### src/rtl/merger_pkg.sv
// merger_pkg: shared widths, state encoding and terminal-key test for the merger select stage
package merger_pkg;
    localparam int DATA_WIDTH = 128;
    localparam int KEY_WIDTH = 80;
    typedef enum logic [1:0] {MERGE, DRAIN_A, DRAIN_B, TERM} sel_state_e;
    typedef enum logic {SRC_A, SRC_B} src_e;
    function automatic logic is_term(input logic [KEY_WIDTH-1:0] key);
        return key == '0;
    endfunction
endpackage

### src/rtl/key_cmp_2.sv
// key_cmp_2: unsigned key compare and terminal detect for the two FIFO heads
import merger_pkg::*;
module key_cmp_2 #(
    parameter int DATA_WIDTH = merger_pkg::DATA_WIDTH,
    parameter int KEY_WIDTH = merger_pkg::KEY_WIDTH
) (
    input  logic [DATA_WIDTH-1:0] a_data_i,
    input  logic [DATA_WIDTH-1:0] b_data_i,
    output logic                  a_le_b_o,
    output logic                  a_term_o,
    output logic                  b_term_o
);
    always_comb begin
        a_le_b_o = a_data_i[KEY_WIDTH-1:0] <= b_data_i[KEY_WIDTH-1:0];
        a_term_o = is_term(a_data_i[KEY_WIDTH-1:0]);
        b_term_o = is_term(b_data_i[KEY_WIDTH-1:0]);
    end
endmodule

### src/rtl/merger_select_1.sv
// merger_select_1: picks the smaller-key head of two sorted FIFO streams, one element per cycle,
// keeping run boundaries aligned by consuming both terminal tuples together.
import merger_pkg::*;
module merger_select_1 #(
    parameter int DATA_WIDTH = merger_pkg::DATA_WIDTH,
    parameter int KEY_WIDTH = merger_pkg::KEY_WIDTH
) (
    input  logic                  i_clk,
    input  logic                  i_rst_n,
    input  logic [DATA_WIDTH-1:0] i_a_data,
    input  logic                  i_a_empty,
    output logic                  o_a_deq,
    input  logic [DATA_WIDTH-1:0] i_b_data,
    input  logic                  i_b_empty,
    output logic                  o_b_deq,
    input  logic                  i_stall,
    output logic [DATA_WIDTH-1:0] o_elem,
    output logic                  o_stall,
    output logic                  o_switch_output
);
    sel_state_e state_q, state_d;
    src_e last_src_q, last_src_d;
    logic [DATA_WIDTH-1:0] elem_q, elem_d;
    logic stall_q, switch_q, switch_d;
    logic a_le_b, a_term, b_term, need, fire, emit;
    key_cmp_2 #(.DATA_WIDTH(DATA_WIDTH), .KEY_WIDTH(KEY_WIDTH)) u_cmp (
        .a_data_i(i_a_data),
        .b_data_i(i_b_data),
        .a_le_b_o(a_le_b),
        .a_term_o(a_term),
        .b_term_o(b_term)
    );
    always_comb begin
        need = (state_q == DRAIN_A) ? ~i_a_empty :
               (state_q == DRAIN_B) ? ~i_b_empty : ~i_a_empty & ~i_b_empty;
        fire = i_rst_n & ~i_stall & need;
        state_d = state_q;
        last_src_d = last_src_q;
        emit = 1'b0;
        o_a_deq = 1'b0;
        o_b_deq = 1'b0;
        if (fire) begin
            case (state_q)
                MERGE: begin
                    if (a_term && b_term) begin
                        state_d = TERM;
                    end else if (a_term) begin
                        state_d = DRAIN_B;
                        last_src_d = SRC_B;
                    end else if (b_term) begin
                        state_d = DRAIN_A;
                        last_src_d = SRC_A;
                    end else begin
                        emit = 1'b1;
                        o_a_deq = a_le_b;
                        o_b_deq = ~a_le_b;
                        last_src_d = a_le_b ? SRC_A : SRC_B;
                    end
                end
                DRAIN_A: begin
                    state_d = a_term ? TERM : DRAIN_A;
                    emit = ~a_term;
                    o_a_deq = ~a_term;
                    last_src_d = SRC_A;
                end
                DRAIN_B: begin
                    state_d = b_term ? TERM : DRAIN_B;
                    emit = ~b_term;
                    o_b_deq = ~b_term;
                    last_src_d = SRC_B;
                end
                TERM: begin
                    // both terminals leave together; A's copy represents the run end
                    state_d = MERGE;
                    emit = 1'b1;
                    o_a_deq = 1'b1;
                    o_b_deq = 1'b1;
                    last_src_d = SRC_A;
                end
            endcase
        end
        elem_d = emit ? (o_a_deq ? i_a_data : i_b_data) : elem_q;
        switch_d = emit & (last_src_d != last_src_q);
    end
    always_ff @(posedge i_clk) begin
        if (!i_rst_n) begin
            state_q <= MERGE;
            last_src_q <= SRC_A;
            elem_q <= '0;
            stall_q <= 1'b1;
            switch_q <= 1'b0;
        end else begin
            state_q <= state_d;
            last_src_q <= last_src_d;
            elem_q <= elem_d;
            stall_q <= ~emit;
            switch_q <= switch_d;
        end
    end
    assign o_elem = elem_q;
    assign o_stall = stall_q;
    assign o_switch_output = switch_q;
endmodule
### config.mk
export PLATFORM = sky130hd
export DESIGN_NAME = merger_select_1
export DESIGN_NICKNAME = d
export VERILOG_FILES = /design/src/rtl/merger_pkg.sv /design/src/rtl/key_cmp_2.sv /design/src/rtl/merger_select_1.sv
export SDC_FILE = /design/constraint.sdc
export NUM_CORES = 1
export LEC_CHECK = 0
export BUFFER_PORTS_ARGS = -buffer_cell sky130_fd_sc_hd__buf_2
export CAP_MARGIN = 40
export CORE_ASPECT_RATIO = 0.5
export CORE_MARGIN = 4
export CORE_UTILIZATION = 48
export DETAILED_ROUTE_END_ITERATION = 6
export PLACE_DENSITY = 0.82
export SLEW_MARGIN = 30
export SYNTH_ARGS = -nofsm -noshare
export SYNTH_HDL_FRONTEND = slang
export SYNTH_HIERARCHICAL = 1
export SYNTH_SLANG_ARGS = --single-unit
### constraint.sdc
create_clock -name i_clk -period 4.45 [get_ports i_clk]
set_input_delay 0.445 -clock i_clk [delete_from_list [all_inputs] [get_ports i_clk]]
set_output_delay 0.445 -clock i_clk [all_outputs]
set_load 0.1 [all_outputs]
==> results.tsv <==
metric	value	unit
VDD IR max	0.0002871	V
crit path time final	3.905	ns
CP endpoint kind	output pin	
CTS buffer count	17	
all-layer global routing usage	31.91	%
Critical Path Start	i_b_data[33]	
initial antenna violation count	2	
Fin. Hold Viols	0	
Post-DP HPWL	24740	um
share of cells above drive strength 1	30.99	%
post-synth net total	1447	
Data arrival, critical path	3.46	ns
die area	19820	um2
Max Cap Viol	0	
Rel. slew slack	48.52	%
Buffers on Ports	392	
CP Class	in2out	
final instance area	11160	um2
largest net degree at the start of global routing	129	
Yosys warning count	6	
Post-synth EDFFs	0	
initial drt markers	810	
CP Depth	14	
Final Max Tran Viols	0	
total gr overflow	0	
Crit path top cell by count	inv_1	
Clk pin slew, worst setup/hold paths	0.06	ns
r2r worst-path depth	7	
synth-to-layout area growth	32.75	%
placeable core area	16760	um2
CTS tree	built	
most frequent cells in the layout	buf_2, nand2_1, a21oi_1	
post-synthesis sequential area ratio	31.68	%
clock latency at the later pin of the worst-skew pair	0.41	ns
drt drc	0	
WL/cell	19.92	um
Synth Flop Type	dfxtp_1	
RSZ-0062 raised after global routing	no	
cts hold-fix bufs	0	
syn avg cell area	7.600	um2
largest delay contributor family on the critical path	compound AO/OA/AOI/OAI gates	
CP Cell Sequence	buf_2, inv_1, ha_1, a21oi_2, o21ai_1, a221o_1, a2111oi_4, o221ai_2, o21ai_2, inv_1, o31ai_1, o211ai_1, inv_4, buf_12	
CP bufs+invs	5	
Initial Util	50.14	%
Worst Path Max Fanout	16	
H-Tree Depth	4	
Via Count	10262	
first-pass GRT wire length	51600	um
die width	195.1	um
clk buf depth	2	
most common cell after layout, fill and taps aside	buf_2	
Antenna Nets Post-Route	0	
#FFs+latches synth	133	
status	finished clean	
FF-to-FF setup slack	1.98	ns
final worst clock skew	0.005624	ns
TNS Setup	0	ns
Worst R2R Start	state_q[0]	
Netlist cell types	44	
Critical Path End	o_a_deq	
Hold Crit Class	in2reg	
Worst Setup Start Kind	input port	
Max stage delay cell, worst path	a2111oi_4	
clock sink count	133	
hold_ws	0.3019	ns
Post-synth ARST share	0	%
final setup vio count	0	
Mapped Cells	1106	
routed vias/inst	6.058	
Achievable Freq	256.1	MHz
CP required	4.01	ns
max incr delay on CP	0.41	ns
FP Rows	33	
ratio of total power to cell area	328.9	nW/um2
measured slew at the worst slew-check pin	0.7721	ns
Layout Utilization	66.56	%
Chip Height	101.6	um
Nets	1794	
setup bufs post-CTS	0	
final worst path period share	87.74	%
Final GP Congestion	0.9509	
cts repair resizes	0	
Synth Cell Area	8406	um2
final WL	33750	um
vias in the first global route	9679	
Pre-Repair DR Iteration Count	6	
Placed Area	10500	um2
clock root buffer	clkbuf_16	
Boundary Pins	393	
Leak	5.375	nW
r2r endpoint	o_elem[108]	
[Yosys cell counts, types with 4 or more instances]
master	number	share of area (%)
clkbuf_1	45	2.0
nand2_1	274	12
nor3_1	4	0.24
inv_1	91	4.1
dfxtp_1	133	32
nor2_1	10	0.45
a21oi_1	163	9.7
nor4_1	43	3.2
a311oi_1	128	13
ha_1	80	12
buf_2	27	1.6
buf_4	7	0.63
nand4_1	29	2.2
a21o_1	11	0.98
nand3_1	13	0.77
o21ai_0	4	0.24
[worst min-delay path, cell delays in order]
cell	delay, ns
buf_2	0.10
nand2_1	0.05
a311oi_1	0.07
[per-stage QoR]
stage | worst slack (ns) | power [mW] | instances
floorplan | 0.5385 | 1.887 | 1106
global placement | 0.7234 | 2.164 | 1658
detailed placement | 0.5414 | 2.188 | 1659
CTS | 0.5904 | 3.676 | 1690
global route | 0.3824 | 3.803 | 1694
finish | 0.5455 | 3.669 | 1694
[flip-flops by register name, summed over array words and instances (netlist names)]
signal	flops
o_stall	1
last_src_q	1
o_switch_output	1
o_elem	128
state_q	2
[how the worst min path moves through the flow]
stage,start,end,slack [ns],cells past startpoint
after floorplan,last_src_q,last_src_q,0.50,2
after global placement,o_elem[65],o_elem[65],0.50,2
after detailed placement,o_elem[49],o_elem[49],0.51,2
after CTS,i_b_data[85],o_elem[85],0.28,3
after global routing,i_a_data[96],o_elem[96],0.29,3
final,i_b_data[114],o_elem[114],0.30,3
[report_power, final]
group          internal (mW)  switching (mW)
registers               1.23          0.0230
clock network          0.935           0.554
logic                  0.268           0.656
[kinds of logic (layout without fill, tap and decap cells)]
family | after synthesis | in the layout | synth area share, %
xor+xnor | 1 | 1 | 0.1042
simple gates | 383 | 383 | 19.87
flops | 133 | 133 | 31.68
buf+inv | 176 | 535 | 8.753
compound gates | 332 | 332 | 27.57
other cells | 0 | 2 | 0
fa+ha+maj | 80 | 80 | 11.91
mux | 1 | 1 | 0.1191
[metal layers]
| layer | part of all wire, % | GRT usage, % | up-vias |
|---|---|---|---|
| met5 | 0 | 0 | - |
| met4 | 2.9 | 11.64 | 0 |
| li1 | - | - | 4742 |
| met1 | 41 | 42.03 | 4792 |
| met2 | 47 | 53.10 | 632 |
| met3 | 9.0 | 5.982 | 96 |
[area by class of cell]
class	instances	area [um2]
clock buffers	18	429.2
multi-input cells	797	5017
diodes	2	5.005
fillers	1474	5605
inverters	92	350.3
flip-flops and latches	133	2663
clock inverters	13	182.7
well taps	227	284.0
repair buffers	412	2227
(Power assumes the default switching activity.)
